[src/rtl/branch_resolve_unit_if.sv]
// Bundle of every non-clock signal of branch_resolve_unit.
//   slave  : the resolve unit's view (predictions/resolves/upd_ready in,
//            pred_full/resolve_ready/flush/redirect/update/stats out)
//   master : the environment's view (directions reversed)
interface branch_resolve_unit_if #(
  parameter int unsigned WORD_SIZE = 16,
  parameter int unsigned IDX_W     = 8
);
  logic                       pred_valid;
  logic [WORD_SIZE-1:0]       pred_PC;
  logic [WORD_SIZE-1:0]       pred_next_PC;
  logic                       pred_full;
  logic                       resolve_valid;
  logic                       resolve_ready;
  logic [WORD_SIZE-1:0]       resolve_PC;
  logic                       resolve_is_branch;
  logic                       resolve_taken;
  logic [WORD_SIZE-1:0]       resolve_target;
  logic                       flush;
  logic [WORD_SIZE-1:0]       redirect_PC;
  logic                       upd_valid;
  logic                       upd_ready;
  logic [IDX_W-1:0]           upd_index;
  logic [WORD_SIZE-IDX_W-1:0] upd_tag;
  logic                       upd_taken;
  logic [WORD_SIZE-1:0]       upd_target;
  logic                       seq_err;
  logic [WORD_SIZE-1:0]       branch_count;
  logic [WORD_SIZE-1:0]       mispredict_count;

  modport slave (
    input  pred_valid, pred_PC, pred_next_PC,
    input  resolve_valid, resolve_PC, resolve_is_branch, resolve_taken, resolve_target,
    input  upd_ready,
    output pred_full, resolve_ready, flush, redirect_PC,
    output upd_valid, upd_index, upd_tag, upd_taken, upd_target,
    output seq_err, branch_count, mispredict_count
  );

  modport master (
    output pred_valid, pred_PC, pred_next_PC,
    output resolve_valid, resolve_PC, resolve_is_branch, resolve_taken, resolve_target,
    output upd_ready,
    input  pred_full, resolve_ready, flush, redirect_PC,
    input  upd_valid, upd_index, upd_tag, upd_taken, upd_target,
    input  seq_err, branch_count, mispredict_count
  );
endinterface

[src/rtl/branch_resolve_unit.sv]
// Resolve-side checker for the IF-stage branch predictor. Queues every
// prediction in order, compares the head against the actual outcome on
// resolve, flushes with the redirect PC on a mismatch, and sends training
// requests back to the predictor over a valid/ready channel.
// Ports: clk, reset_n (async active-low), bus (branch_resolve_unit_if.slave).
module branch_resolve_unit #(
  parameter int unsigned WORD_SIZE = 16,
  parameter int unsigned DEPTH     = 4,
  parameter int unsigned IDX_W     = 8
) (
  input  logic                   clk,
  input  logic                   reset_n,
  branch_resolve_unit_if.slave   bus
);

  localparam int unsigned PTR_W = $clog2(DEPTH);
  localparam int unsigned CNT_W = PTR_W + 1;

  typedef struct packed {
    logic [WORD_SIZE-1:0] pc;
    logic [WORD_SIZE-1:0] next_pc;
  } entry_t;

  entry_t               mem [DEPTH];
  logic [CNT_W-1:0]     rd_ptr;
  logic [CNT_W-1:0]     wr_ptr;
  logic [CNT_W-1:0]     count;
  logic                 full;
  logic                 empty;
  entry_t               head;
  logic                 ready;
  logic                 accept;
  logic [WORD_SIZE-1:0] actual_next;
  logic                 seq_bad;
  logic                 mispredict;
  logic                 pop;
  logic                 push;
  logic                 clear;

  // Resolve evaluation against the queue head.
  always_comb begin
    count       = wr_ptr - rd_ptr;
    full        = (count == CNT_W'(DEPTH));
    empty       = (count == '0);
    head        = mem[rd_ptr[PTR_W-1:0]];
    ready       = !bus.upd_valid || bus.upd_ready;
    accept      = bus.resolve_valid && ready;
    actual_next = bus.resolve_taken ? bus.resolve_target
                                    : bus.resolve_PC + WORD_SIZE'(1);
    seq_bad     = empty || (head.pc != bus.resolve_PC);
    mispredict  = seq_bad || (head.next_pc != actual_next);
    pop         = accept && !empty;
    clear       = accept && mispredict;
    // A pop frees the slot, so a full queue can still take a push that cycle.
    push        = bus.pred_valid && (!full || pop) && !clear;
  end

  assign bus.pred_full     = full;
  assign bus.resolve_ready = ready;

  // Queue storage; contents need no reset, the pointers define validity.
  always_ff @(posedge clk) begin
    if (push) mem[wr_ptr[PTR_W-1:0]] <= '{pc: bus.pred_PC, next_pc: bus.pred_next_PC};
  end

  // Queue pointers; a mispredict squashes everything in flight.
  always_ff @(posedge clk or negedge reset_n) begin
    if (!reset_n) begin
      rd_ptr <= '0;
      wr_ptr <= '0;
    end else if (clear) begin
      rd_ptr <= '0;
      wr_ptr <= '0;
    end else begin
      if (pop)  rd_ptr <= rd_ptr + CNT_W'(1);
      if (push) wr_ptr <= wr_ptr + CNT_W'(1);
    end
  end

  // Flush pulse and redirect target.
  always_ff @(posedge clk or negedge reset_n) begin
    if (!reset_n) begin
      bus.flush       <= 1'b0;
      bus.redirect_PC <= '0;
    end else begin
      bus.flush <= clear;
      if (clear) bus.redirect_PC <= actual_next;
    end
  end

  // Training request register; a fresh load wins over a handshake drain.
  always_ff @(posedge clk or negedge reset_n) begin
    if (!reset_n) begin
      bus.upd_valid  <= 1'b0;
      bus.upd_index  <= '0;
      bus.upd_tag    <= '0;
      bus.upd_taken  <= 1'b0;
      bus.upd_target <= '0;
    end else if (accept && bus.resolve_is_branch) begin
      bus.upd_valid  <= 1'b1;
      bus.upd_index  <= bus.resolve_PC[IDX_W-1:0];
      bus.upd_tag    <= bus.resolve_PC[WORD_SIZE-1:IDX_W];
      bus.upd_taken  <= bus.resolve_taken;
      bus.upd_target <= bus.resolve_target;
    end else if (bus.upd_valid && bus.upd_ready) begin
      bus.upd_valid  <= 1'b0;
    end
  end

  // Sticky sequencing error and saturating statistics.
  always_ff @(posedge clk or negedge reset_n) begin
    if (!reset_n) begin
      bus.seq_err          <= 1'b0;
      bus.branch_count     <= '0;
      bus.mispredict_count <= '0;
    end else begin
      if (accept && seq_bad) bus.seq_err <= 1'b1;
      if (accept && bus.resolve_is_branch && (bus.branch_count != '1))
        bus.branch_count <= bus.branch_count + WORD_SIZE'(1);
      if (clear && (bus.mispredict_count != '1))
        bus.mispredict_count <= bus.mispredict_count + WORD_SIZE'(1);
    end
  end

endmodule

[src/flat_wrapper.sv]
// flat-port wrapper written by rule: the top's interface ports become plain ports
module branch_resolve_unit_flat 
#(
  parameter int unsigned WORD_SIZE = 16,
  parameter int unsigned DEPTH     = 4,
  parameter int unsigned IDX_W     = 8
)
  (clk, reset_n, bus_pred_valid, bus_pred_PC, bus_pred_next_PC, bus_resolve_valid, bus_resolve_PC, bus_resolve_is_branch, bus_resolve_taken, bus_resolve_target, bus_upd_ready, bus_pred_full, bus_resolve_ready, bus_flush, bus_redirect_PC, bus_upd_valid, bus_upd_index, bus_upd_tag, bus_upd_taken, bus_upd_target, bus_seq_err, bus_branch_count, bus_mispredict_count);
  branch_resolve_unit_if #(.WORD_SIZE(WORD_SIZE), .IDX_W(IDX_W)) bus_i ();
  input  logic clk;
  input  logic reset_n;
  input wire logic [$bits(bus_i.pred_valid)-1:0] bus_pred_valid;
  input wire logic [$bits(bus_i.pred_PC)-1:0] bus_pred_PC;
  input wire logic [$bits(bus_i.pred_next_PC)-1:0] bus_pred_next_PC;
  input wire logic [$bits(bus_i.resolve_valid)-1:0] bus_resolve_valid;
  input wire logic [$bits(bus_i.resolve_PC)-1:0] bus_resolve_PC;
  input wire logic [$bits(bus_i.resolve_is_branch)-1:0] bus_resolve_is_branch;
  input wire logic [$bits(bus_i.resolve_taken)-1:0] bus_resolve_taken;
  input wire logic [$bits(bus_i.resolve_target)-1:0] bus_resolve_target;
  input wire logic [$bits(bus_i.upd_ready)-1:0] bus_upd_ready;
  output wire logic [$bits(bus_i.pred_full)-1:0] bus_pred_full;
  output wire logic [$bits(bus_i.resolve_ready)-1:0] bus_resolve_ready;
  output wire logic [$bits(bus_i.flush)-1:0] bus_flush;
  output wire logic [$bits(bus_i.redirect_PC)-1:0] bus_redirect_PC;
  output wire logic [$bits(bus_i.upd_valid)-1:0] bus_upd_valid;
  output wire logic [$bits(bus_i.upd_index)-1:0] bus_upd_index;
  output wire logic [$bits(bus_i.upd_tag)-1:0] bus_upd_tag;
  output wire logic [$bits(bus_i.upd_taken)-1:0] bus_upd_taken;
  output wire logic [$bits(bus_i.upd_target)-1:0] bus_upd_target;
  output wire logic [$bits(bus_i.seq_err)-1:0] bus_seq_err;
  output wire logic [$bits(bus_i.branch_count)-1:0] bus_branch_count;
  output wire logic [$bits(bus_i.mispredict_count)-1:0] bus_mispredict_count;
  assign bus_i.pred_valid = bus_pred_valid;
  assign bus_i.pred_PC = bus_pred_PC;
  assign bus_i.pred_next_PC = bus_pred_next_PC;
  assign bus_i.resolve_valid = bus_resolve_valid;
  assign bus_i.resolve_PC = bus_resolve_PC;
  assign bus_i.resolve_is_branch = bus_resolve_is_branch;
  assign bus_i.resolve_taken = bus_resolve_taken;
  assign bus_i.resolve_target = bus_resolve_target;
  assign bus_i.upd_ready = bus_upd_ready;
  assign bus_pred_full = bus_i.pred_full;
  assign bus_resolve_ready = bus_i.resolve_ready;
  assign bus_flush = bus_i.flush;
  assign bus_redirect_PC = bus_i.redirect_PC;
  assign bus_upd_valid = bus_i.upd_valid;
  assign bus_upd_index = bus_i.upd_index;
  assign bus_upd_tag = bus_i.upd_tag;
  assign bus_upd_taken = bus_i.upd_taken;
  assign bus_upd_target = bus_i.upd_target;
  assign bus_seq_err = bus_i.seq_err;
  assign bus_branch_count = bus_i.branch_count;
  assign bus_mispredict_count = bus_i.mispredict_count;
  branch_resolve_unit #(.WORD_SIZE(WORD_SIZE), .DEPTH(DEPTH), .IDX_W(IDX_W)) u_core (.clk(clk), .reset_n(reset_n), .bus(bus_i));
endmodule
[config.mk]
export PLATFORM = sky130hd
export DESIGN_NAME = branch_resolve_unit_flat
export DESIGN_NICKNAME = d
export VERILOG_FILES = /design/src/rtl/branch_resolve_unit_if.sv /design/src/rtl/branch_resolve_unit.sv /design/src/flat_wrapper.sv
export SDC_FILE = /design/constraint.sdc
export NUM_CORES = 1
export LEC_CHECK = 0
export BUFFER_PORTS_ARGS = -buffer_cell sky130_fd_sc_hd__buf_2
export CORE_MARGIN = 5
export CORE_UTILIZATION = 50
export DETAILED_ROUTE_END_ITERATION = 7
export PLACE_DENSITY_LB_ADDON = 0.15
export SLEW_MARGIN = 15
export SYNTH_ARGS = -nofsm -noshare
export SYNTH_HDL_FRONTEND = slang
export SYNTH_SLANG_ARGS = --single-unit
[constraint.sdc]
create_clock -name clk -period 5.88 [get_ports clk]
set_input_delay 1.176 -clock clk [delete_from_list [all_inputs] [get_ports clk]]
set_output_delay 1.176 -clock clk [all_outputs]
set_load 0.01 [all_outputs]
* After elaboration in Yosys (flattened, before gate mapping)
Memory sizes are Yosys's and may differ from the RTL's.
Cells that the tools add are included.
** Cells by class
- Add/subtract/negate cells :: 6
- Equality and inequality tests :: 5
- Muxes and demuxes :: 9
- Reduce and logical (&&, ||, !) cells :: 22
** Operators with widths (count)
- adder 16 x 1 -> 16 bit, second input constant :: 3
- != test 16 bit :: 2
- != test 16 bit, second input constant :: 2
- two-way mux 16 bit :: 1
- two-way mux 3 bit :: 4
- logical AND 1 bit :: 10
- adder 3 x 1 -> 3 bit, second input constant :: 2
- nonzero test 2 bit :: 3
- zero test 1 bit :: 4
- logical OR 1 bit :: 4
- two-way mux 1 bit :: 4
- == test 3 bit, second input constant :: 1
- zero test 3 bit :: 1
- subtractor 3 bit :: 1
** Storage, ports and cells
- Register bits :: 90
- RAM bits :: 128
- Input bits :: 71
- Output and inout port bits :: 86
- Word-level logic and storage cells :: 55
- Memories :: 1
** Memory list
- u_core.mem :: words 4, bits a word 32, rd ports 1, clocked after Yosys merged registers in 0, wr ports 1, RTL line branch_resolve_unit.sv:24 : entry_t mem [DEPTH];

* Longest topological paths before layout
Gate-level depths: netlist of the first run.
- Depth after elaboration :: 9
- Gate-level depth with buffers :: 16
- Gate-level depth less buffers :: 11

* Least setup slack after synthesis of the first run
No wires, ideal clock.
- Path type :: input to register
- From :: input port bus_resolve_PC[5]
- To :: memory u_core.mem[0][0] (netlist name) (enable)
- Setup time :: 0.468 ns
- Arrival time :: 5.555 ns
- Data required time :: 5.412 ns
- Path slack :: -0.143 ns
- Stages on the path :: 10
- Buffers on the path :: 2
- Path through :: clkbuf_1 nand4_1 o311a_1 a221oi_1 xor2_1 nand4_1 nor3_1 a21oi_2 buf_2 nor3b_1
** On the way
- Cells in the longest elaborated chain, start to end :: 9
- Elaborated cells between the ends (all ways) :: 11
- Those cells by class :: add/sub: 1; eq/ne: 2; mux: 3; reduce/logical: 5
** RTL lines
- start: declaration :: RTL line flat_wrapper.sv:16 : input wire logic [$bits(bus_i.resolve_PC)-1:0] bus_resolve_PC;
- adder 16 x 1 -> 16 bit :: RTL line branch_resolve_unit.sv:49 : : bus.resolve_PC + WORD_SIZE'(1);
- two-way mux 16 bit :: RTL line branch_resolve_unit.sv:48 : actual_next = bus.resolve_taken ? bus.resolve_target
- != test 16 bit :: RTL line branch_resolve_unit.sv:51 : mispredict = seq_bad || (head.next_pc != actual_next);
- logical OR 1 bit * :: RTL line branch_resolve_unit.sv:51
- logical AND 1 bit * :: RTL line branch_resolve_unit.sv:53 : clear = accept && mispredict;
- net u_core.clear :: RTL line branch_resolve_unit.sv:38 : logic clear;
- zero test 1 bit * :: RTL line branch_resolve_unit.sv:55 : push = bus.pred_valid && (!full || pop) && !clear;
- logical AND 1 bit * :: RTL line branch_resolve_unit.sv:55
- two-way mux 1 bit * :: RTL line branch_resolve_unit.sv:63 : if (push) mem[wr_ptr[PTR_W-1:0]] <= '{pc: bus.pred_PC, next_pc: bus.pred_next_PC};
- two-way mux 1 bit (implied by the code) * :: RTL line branch_resolve_unit.sv:63
- end: declaration :: RTL line branch_resolve_unit.sv:24
The timed path passes the listed nets; every way through them passes the cells marked *.

* Worst setup path after layout of the first run
- From :: register u_core.rd_ptr[0]
- To :: memory u_core.mem[1][19] (netlist name) (enable)
** On the way
- Cells in the longest elaborated chain, start to end :: 9
- Elaborated cells between the ends (all ways) :: 18
- Those cells by class :: add/sub: 1; eq/ne: 3; mux: 2; reduce/logical: 11; memory: 1
** RTL lines
- start: declaration :: RTL line branch_resolve_unit.sv:25 : logic [CNT_W-1:0] rd_ptr;
- start signal: assignment :: RTL line branch_resolve_unit.sv:75 : if (pop) rd_ptr <= rd_ptr + CNT_W'(1);
- memory read (4 x 32 bit) or subtractor 3 bit (tied branches)
- != test 16 bit or zero test 3 bit (tied branches) :: RTL line branch_resolve_unit.sv:50, branch_resolve_unit.sv:44
- logical OR 1 bit or zero test 1 bit (tied branches) :: RTL line branch_resolve_unit.sv:50, branch_resolve_unit.sv:52
- logical OR 1 bit or logical AND 1 bit (tied branches) :: RTL line branch_resolve_unit.sv:51, branch_resolve_unit.sv:52
- logical AND 1 bit or logical OR 1 bit (tied branches) :: RTL line branch_resolve_unit.sv:53, branch_resolve_unit.sv:55
- zero test 1 bit or logical AND 1 bit (tied branches) :: RTL line branch_resolve_unit.sv:55
- logical AND 1 bit * :: RTL line branch_resolve_unit.sv:55
- two-way mux 1 bit * :: RTL line branch_resolve_unit.sv:63
- two-way mux 1 bit (implied by the code) * :: RTL line branch_resolve_unit.sv:63
Mark *: on every way between the ends. The rest lies on a longest branch, timed or not.

==> run_results.csv, run 1 <==
group,metric,value,unit
layout,drive_above_1_share,35.84,%
yosys,synth_compound_area_share,3.283,%
clock_tree,clk_latency,0.50,ns
clock_tree,postCtsSetupRepairBufs,0,
sta,setup_viol,0,
yosys,synth.avg_cell_area,15.21,um^2
sta,worst_pin_slew,0.8951,ns
layout,syn_to_final_growth,19.61,%
clock_tree,root_buffer,"clkbuf_16",
sta,period_needed,4.307,ns
worst_setup_path,cp.arrival,4.44,ns
placement,placed_area,0.01045,mm^2
drt,drc,0,
layout,layout_commonest_cell,"buf_2",
worst_setup_path,critPathLaunchType,"flip-flop",
floorplan,die_area,0.02167,mm^2
pwr,peakVddDrop,0.0002388,V
sta,whs,0.4865,ns
clock_tree,numCtsBuffers,23,
clock_tree,cts_resized,0,
global_routing,overflow,0,
worst_setup_path,timing.rr.end,"u_core.mem[1][19]",
hold_path,hold_start,"u_core.bus.mispredict_count[8]",
global_routing,grt_max_degree,58,
worst_setup_path,cp-end-kind,"flip-flop",
drt,ant_nets,0,
worst_setup_path,cp-endpoint,"u_core.mem[1][19]",
sta,rsz0062_at_grt,"no",
yosys,synth_simple_gate_area_share,8.560,%
yosys,ys.flop_type,"edfxtp_1",
global_routing,antenna_found_initial,1,
floorplan,die_w,147.2,um
floorplan,start_util,50.49,%
clock_tree,clk_pin_slew,0.06,ns
yosys,ys_seq_area_share,64.76,%
worst_setup_path,crit_type,"flip-flop to flip-flop",
global_routing,track_usage,20.66,%
sta,worst_clock_skew,0.009802,ns
yosys,ys_ff_latch,218,
drt,wl_per_cell,21.66,um
worst_setup_path,worstPathRequired,6.02,ns
pwr,p_per_area,352.8,mW/mm^2
drt,drtIter0Drc,335,
pwr,fin_total_pwr,3.972,mW
sta,clock.fmax,232.2,MHz
yosys,syn-num-nets,700,
layout,regArea,0.006097,mm^2
layout,nFillCells,1434,
yosys,synth_fa_ha_area_share,1.329,%
sta,period_share,73.25,%
drt,wirelength,22350,um
clock_tree,clockBufferDepth,3,
floorplan,dieHeight,147.2,um
floorplan,io_pins,157,
yosys,synth_area,0.009413,mm^2
floorplan,rows,50,
global_routing,grt_pass1_vias,6010,
placement,io_buffers,156,
clock_tree,tritoncts,"yes",
run,cap_violations,0,
yosys,synth_top_family_by_area,"multiplexers",
worst_setup_path,reg2reg_depth,11,
layout,most-common-layout-cells,"buf_2 (155), edfxtp_1 (128), dfrtp_1 (89)",
floorplan,coreArea,0.01864,mm^2
clock_tree,htree_levels,1,
worst_setup_path,reg2reg_from,"u_core.rd_ptr[0]",
yosys,synthXorXnorAreaFrac,5.955,%
worst_setup_path,critPathLaunch,"u_core.rd_ptr[0]",
drt,post_drt_via_cell_ratio,5.674,
sta,max-slew-margin-rel,40.12,%
status,status,"finished clean",
drt,drtPass1Iterations,5,
hold_path,hold_path.class,"flip-flop to flip-flop",
sta,hold_viol_final,0,
worst_setup_path,reg2reg_slack,1.57,ns
worst_setup_path,cp_max_fo,32,
yosys,synth_cell_types,51,
pwr,leakage,4.473,nW
placement,gp_congestion,0.8422,
clock_tree,cts.sinks,218,
yosys,syn_inst,619,
placement,dp_hpwl,15720,um
yosys,synth_edf_count,128,
yosys,synth_warnings,0,
yosys,muxShareOfSynthArea,14.01,%
layout,antenna-diode-count,0,
layout,finalInstanceArea,0.01126,mm^2
drt,vias,5856,
sta,slew_violations,0,
layout,multi_input_area,0.003139,mm^2
layout,layout.nets,862,
yosys,async_flop_share,41.28,%
global_routing,grt_pass1_wl,35060,um
layout,final_core_util,60.39,%
clock_tree,ctsHoldBuffers,0,
## worst min path at each step
stage	endpoint	slack, ns	cells after the start
after floorplan	u_core.bus.seq_err	0.49	1
after global placement	u_core.bus.upd_taken	0.46	2
after detailed placement	u_core.bus.upd_taken	0.47	2
after CTS	u_core.bus.upd_taken	0.49	2
after global routing	u_core.bus.mispredict_count[7]	0.50	1
final	u_core.bus.mispredict_count[8]	0.49	1
## critical path: stages (launching register included)
cell and delay [ns]:
dfrtp_2 0.67, buf_4 0.49, ha_1 0.22, nor2b_1 0.15
xnor2_1 0.19, o22ai_1 0.20, a2111oi_2 0.32, nand4_1 0.29
nor4_2 0.42, a21oi_2 0.23, nor3b_2 0.23, buf_4 0.47
## kinds of logic (layout without fill, tap and decap cells)
logic type	count (synthesis)	in the layout
xor+xnor	64	64
fa+ha+maj	10	10
compound gates	45	45
mux	86	86
flops	218	218
simple gates	155	155
buf+inv	41	220
## sequential cells by signal, indices dropped and copies added (netlist names)
| signal | flops |
|---|---|
| u_core.bus.branch_count | 16 |
| u_core.bus.flush | 1 |
| u_core.bus.mispredict_count | 16 |
| u_core.bus.redirect_PC | 16 |
| u_core.bus.seq_err | 1 |
| u_core.bus.upd_index | 8 |
| u_core.bus.upd_tag | 8 |
| u_core.bus.upd_taken | 1 |
| u_core.bus.upd_target | 16 |
| u_core.bus.upd_valid | 1 |
| u_core.mem | 128 |
| u_core.rd_ptr | 3 |
| u_core.wr_ptr | 3 |
## per-layer routing
layer,GRT usage [%],vias up,part of all wire [%]
met5,0,-,0.031
met1,28.73,2960,44
li1,-,2662,-
met4,5.266,2,2.1
met2,33.92,197,48
met3,3.948,35,6.1
## metrics by stage
stage | TNS [ns] | instances | setup slack, ns
2_1_floorplan | -13.73 | 619 | -0.1430
3_3_place_gp | 0 | 990 | 1.452
3_5_place_dp | 0 | 990 | 1.330
4_1_cts | 0 | 1032 | 1.503
5_1_grt | 0 | 1032 | 1.142
6_report | 0 | 1032 | 1.573
## synth_stat cells, drive strengths merged, types with 11 or more instances
cell / count / area [um^2]
dfrtp: 90 / 2252
clkbuf: 15 / 56.30
xnor2: 39 / 341.6
mux2i: 11 / 110.1
nand3: 21 / 105.1
nor3: 12 / 65.06
o21ai: 17 / 85.08
and3: 11 / 68.82
mux4: 29 / 683.2
nand4: 19 / 118.9
edfxtp: 128 / 3844
nor2: 20 / 75.07
xor2: 25 / 219.0
nand2: 41 / 153.9
inv: 12 / 45.04
buf: 14 / 96.34
mux2: 46 / 525.5
## final cells by class
type | count | area share [%]
repair buffers | 166 | 7.735
clock inverters | 18 | 1.989
well taps | 234 | 2.601
flip-flops and latches | 218 | 54.16
clock buffers | 24 | 5.234
inverters | 12 | 0.4001
multi-input cells | 360 | 27.88
## power by group
part           switching [mW]  leakage [nW]  internal (mW)  total, mW
registers               0.104          2.27           1.78       1.89
clock network           0.583         0.389          0.948       1.53
logic                   0.310          1.81          0.242      0.552
No activity file was read; power rests on OpenSTA's default activity.
==> run 2: changes to the inputs <==
- ABC_AREA: unset -> 1
- clock period: 5.88 -> 3.57 ns (I/O delays scaled with it)
==> run_results.csv, run 2 <==
group,metric,value,unit
status,status,"finished clean",
clock_tree,root_buffer,"clkbuf_16",
global_routing,overflow,0,
floorplan,die_w,152.1,um
yosys,yosysMostFrequentCell,"nand2_1",
drt,drc,0,
pwr,p_per_area,598.5,mW/mm^2
drt,drtIter0Drc,704,
drt,post_drt_via_cell_ratio,5.234,
global_routing,grt_max_degree,64,
floorplan,die_area,0.02313,mm^2
worst_setup_path,cp_max_fo,34,
layout,largest_reg_flops,128,
placement,gp_congestion,0.9407,
floorplan,rows,52,
sta,max-slew-margin-rel,42.27,%
layout,drive_above_1_share,18.25,%
layout,finalInstanceArea,0.01198,mm^2
placement,placed_cells,1494,
layout,antenna-diode-count,0,
floorplan,start_util,50.36,%
yosys,async_flop_share,41.28,%
run,cap_violations,0,
yosys,synth_top_area_share,38.09,%
clock_tree,clockBufferDepth,3,
yosys,synthTopCellsByArea,"edfxtp_1 (38%), dfrtp_1 (22%), nand2_1 (15%)",
clock_tree,ctsHoldBuffers,0,
clock_tree,tritoncts,"yes",
yosys,synth_area,0.01009,mm^2
floorplan,coreArea,0.02004,mm^2
layout,syn_to_final_growth,18.66,%
drt,vias,8040,
worst_setup_path,cp-end-kind,"flip-flop",
placement,placed_area,0.01123,mm^2
layout,stdcell_count,1536,
yosys,synth_edf_count,128,
hold_path,hold_path.class,"input pin to async pin",
sta,period_share,86.74,%
sta,slew_violations,0,
pwr,leakage,5.562,nW
layout,layout_commonest_cell,"nand2_1",
sta,fin_ws,0.4734,ns
yosys,ys.flop_type,"edfxtp_1",
pwr,peakVddDrop,0.0004236,V
global_routing,antenna_found_initial,0,
floorplan,dieHeight,152.1,um
clock_tree,cts.sinks,218,
placement,io_buffers,156,
global_routing,grt_pass1_wl,41630,um
worst_setup_path,cp.arrival,3.28,ns
drt,wirelength,25990,um
yosys,syn-num-nets,1167,
global_routing,track_usage,22.10,%
drt,drtPass1Iterations,5,
clock_tree,htree_levels,1,
sta,hold_viol_final,0,
worst_setup_path,critPathLaunchType,"flip-flop",
yosys,synth_cell_types,36,
clock_tree,numCtsBuffers,23,
layout,most-common-layout-cells,"nand2_1 (404), buf_2 (155), edfxtp_1 (128)",
yosys,syn_inst,1086,
sta,setup_viol,0,
sta,worst_clock_skew,0.005685,ns
clock_tree,postCtsSetupRepairBufs,0,
yosys,ys_top_cells_by_count,"nand2_1 (404), edfxtp_1 (128), nand3_1 (123), dfrtp_1 (90), inv_1 (73)",
drt,wl_per_cell,16.92,um
worst_setup_path,crit_type,"flip-flop to flip-flop",
yosys,synth.avg_cell_area,9.293,um^2
layout,layout.nets,1330,
clock_tree,clk_pin_slew,0.06,ns
sta,period_needed,3.097,ns
yosys,ys_seq_area_share,60.40,%
placement,dp_hpwl,18540,um
worst_setup_path,worstPathRequired,3.75,ns
layout,nFillCells,1789,
sta,rsz0062_at_grt,"no",
sta,worst_pin_slew,0.8659,ns
floorplan,io_pins,157,
drt,ant_nets,0,
placement,pre_cts_ws,0.3198,ns
sta,clock.fmax,322.9,MHz
clock_tree,cts_resized,0,
clock_tree,clk_latency,0.51,ns
pwr,fin_total_pwr,7.168,mW
yosys,ys_ff_latch,218,
sta,setup_tns,0,ns
yosys,synth_top_area_cell,"edfxtp_1",
yosys,synth_warnings,0,
global_routing,grt_pass1_vias,7573,
-- run 2: worst max-delay path, cell delays in order (launching register included) --
cell and delay (ns):
dfrtp_1 0.38, inv_2 0.06, buf_4 0.37, nand3_1 0.24, nand3_1 0.14, nand2_1 0.05
nor2_1 0.20, nand2_1 0.09, nor2_1 0.09, nand3_1 0.14, nor2_2 0.16, nand3_4 0.09
nand2_2 0.15, nand2_1 0.14, nor2_2 0.12, buf_4 0.31
-- run 2: area by class of cell --
| type | count | area, um^2 | share of cell area (%) |
|---|---|---|---|
| clock buffers | 30 | 633.1 | 5.287 |
| flip-flops and latches | 218 | 6097 | 50.91 |
| clock inverters | 12 | 111.4 | 0.9299 |
| inverters | 79 | 296.5 | 2.476 |
| multi-input cells | 751 | 3503 | 29.26 |
| well taps | 270 | 337.8 | 2.821 |
| repair buffers | 176 | 996.0 | 8.317 |
-- run 2: where the power goes --
group / internal (mW) / switching [mW] / total (mW)
clock: 1.39 / 0.952 / 2.35
sequential: 2.98 / 0.162 / 3.14
combinational: 0.573 / 1.11 / 1.68
total: 4.94 / 2.22 / 7.17
-- run 2: worst paths after layout --
kind,cells after the start,startpoint,end,slack (ns)
max,15,u_core.rd_ptr[1],u_core.mem[2][26],0.47
min in group clk,1,bus_pred_next_PC[13],u_core.mem[1][13],0.42
max in group asynchronous,1,reset_n,u_core.rd_ptr[0],2.63
max reg2reg,15,u_core.rd_ptr[1],u_core.mem[2][26],0.47
min,1,reset_n,u_core.bus.branch_count[15],0.31
min reg2reg,2,u_core.bus.upd_target[6],u_core.bus.upd_target[6],0.47
-- run 2: routing by layer --
metal  track usage, %  up-vias  wire length [um]
met5                0        -                 0
met4            7.106        0               878
met3            3.811       53              1671
met2            33.89      290             11510
met1            32.32     3765             11930
li1                 -     3932                 -
-- run 2: kinds of logic after synthesis --
family	Yosys count	share of synthesized area, %
buffers and inverters	117	4.984
XOR/XNOR	33	2.864
adder cells (fa/ha/maj)	10	1.240
flip-flops	218	60.40
multiplexers	1	0.1116
AND/OR/NAND/NOR	640	26.92
AO/OA/AOI/OAI	67	3.484
-- run 2: per-stage QoR --
stage	hold slack (ns)	utilization [%]
after floorplan	0.4184	-
after detailed placement	0.4552	56.04
final	0.3146	59.76
after CTS	0.3387	59.76
after global routing	0.3709	59.76
after global placement	0.4524	56.04
==> run 3: changes to the inputs <==
- CTS_BUF_LIST: unset -> sky130_fd_sc_hd__clkbuf_8
- CTS_CLUSTER_DIAMETER: unset -> 150
- clock period: 3.57 -> 3.37 ns (I/O delays scaled with it)
==> run_results.csv, run 3 (synthesis gave the netlist of run 2 again) <==
group,metric,value,unit
sta,setup_viol,0,
drt,drtIter0Drc,564,
placement,io_buffers,156,
clock_tree,clk_latency,0.55,ns
layout,final_core_util,59.73,%
clock_tree,postCtsSetupRepairBufs,0,
pwr,peakVddDrop,0.0003721,V
sta,worst_clock_skew,0.02876,ns
layout,syn_to_final_growth,18.61,%
clock_tree,tritoncts,"yes",
pwr,seq_power_share,45.3,%
placement,placed_area,0.01127,mm^2
pwr,leakage,5.624,nW
run,cap_violations,0,
worst_setup_path,path_cells,"inv_2 > buf_4 > nand3_1 > nand3_1 > nand2_1 > nor2_1 > nand2_1 > nor2_1 > nand3_1 > nor2_2 > nand3_4 > nand2_2 > nand2_1 > nor2_2 > buf_12",
worst_setup_path,cp_max_fo,34,
floorplan,io_pins,157,
worst_setup_path,critPathLaunchType,"flip-flop",
drt,drc,0,
worst_setup_path,slowest_stage,"dfrtp_1",
worst_setup_path,cp.arrival,3.21,ns
global_routing,overflow,0,
drt,wirelength,26340,um
worst_setup_path,slowest_delay,0.38,ns
clock_tree,root_buffer,"clkbuf_8",
sta,worst_pin_slew,0.8056,ns
status,status,"finished clean",
sta,max-slew-margin-rel,46.29,%
floorplan,coreArea,0.02004,mm^2
layout,most-common-layout-cells,"nand2_1 (404), buf_2 (155), edfxtp_1 (128)",
worst_setup_path,cp-end-kind,"flip-flop",
layout,finalInstanceArea,0.01197,mm^2
sta,period_needed,2.971,ns
layout,layout_commonest_cell,"nand2_1",
layout,layout.nets,1344,
floorplan,dieHeight,152.1,um
floorplan,rows,52,
pwr,p_per_area,614.8,mW/mm^2
global_routing,antenna_found_initial,0,
sta,slew_violations,0,
hold_path,hold_path.class,"input pin to async pin",
drt,post_drt_via_cell_ratio,5.184,
worst_setup_path,path_buf_inv,3,
drt,wl_per_cell,16.88,um
placement,pre_cts_ws,0.1610,ns
drt,ant_nets,0,
drt,vias,8093,
layout,regArea,0.006097,mm^2
pwr,switchingPower,2.426,mW
clock_tree,htree_levels,2,
pwr,comb_power_share,24.4,%
sta,period_share,88.17,%
global_routing,grt_max_degree,65,
layout,largest_reg_flops,128,
sta,fin_ws,0.3987,ns
layout,nFillCells,1825,
layout,multi_input_area,0.003508,mm^2
clock_tree,ctsHoldBuffers,0,
clock_tree,clockBufferDepth,3,
worst_setup_path,worstPathRequired,3.61,ns
worst_setup_path,crit_family,"simple AND/OR/NAND/NOR gates",
clock_tree,cts.sinks,218,
global_routing,track_usage,22.49,%
clock_tree,clk_pin_slew,0.06,ns
floorplan,start_util,50.36,%
layout,antenna-diode-count,0,
clock_tree,cts_resized,0,
sta,hold_viol_final,0,
sta,rsz0062_at_grt,"no",
placement,gp_congestion,0.9708,
placement,dp_hpwl,18560,um
pwr,clkPwrFrac,30.3,%
pwr,intPower,4.933,mW
drt,drtPass1Iterations,5,
pwr,power.share.switching,32.96,%
sta,setup_tns,0,ns
floorplan,die_w,152.1,um
worst_setup_path,crit_type,"flip-flop to flip-flop",
global_routing,grt_pass1_vias,7664,
sta,clock.fmax,336.6,MHz
clock_tree,numCtsBuffers,37,
global_routing,grt_pass1_wl,42130,um
floorplan,die_area,0.02313,mm^2
pwr,fin_total_pwr,7.359,mW
layout,drive_above_1_share,18.90,%
## run 3: worst paths after layout
| kind | depth (start not counted) | to | slack (ns) | startpoint |
|---|---|---|---|---|
| max reg2reg | 15 | u_core.mem[2][12] | 0.40 | u_core.rd_ptr[1] |
| max | 15 | u_core.mem[2][12] | 0.40 | u_core.rd_ptr[1] |
| min reg2reg | 2 | u_core.bus.upd_target[0] | 0.47 | u_core.bus.upd_target[0] |
| max in group asynchronous | 2 | u_core.bus.mispredict_count[4] | 2.49 | reset_n |
| min in group clk | 1 | u_core.mem[3][22] | 0.34 | bus_pred_PC[6] |
| min | 1 | u_core.bus.branch_count[9] | 0.22 | reset_n |
## run 3: metrics by stage
| stage | hold slack (ns) | std cells |
|---|---|---|
| 3_5_place_dp | 0.4532 | 1494 |
| 6_report | 0.2249 | 1561 |
| 3_3_place_gp | 0.4522 | 1494 |
| 2_1_floorplan | 0.3784 | 1086 |
| 4_1_cts | 0.2498 | 1561 |
| 5_1_grt | 0.2841 | 1561 |
## run 3: power groups by stage
stage	clock network, mW	registers [mW]	logic (mW)
after floorplan	0	3.43	1.06
after global placement	0	3.37	1.78
after detailed placement	0	3.38	1.80
after CTS	2.29	3.33	1.81
after global routing	2.42	3.36	2.01
final	2.23	3.33	1.80
## run 3: area by class of cell
class,count,area share (%)
timing repair buffer,176,8.634
sequential,218,50.94
clock inverter,28,1.338
tap,270,2.822
clock buffer,39,4.484
multi-input combinational,751,29.31
inverter,79,2.477
## run 3: metal layers
metal	part of all wire, %	vias to the layer above	GRT usage, %
met5	0	-	0
met4	2.6	0	7.106
met3	6.8	53	4.721
met2	45	299	34.65
met1	46	3772	32.29
li1	-	3969	-
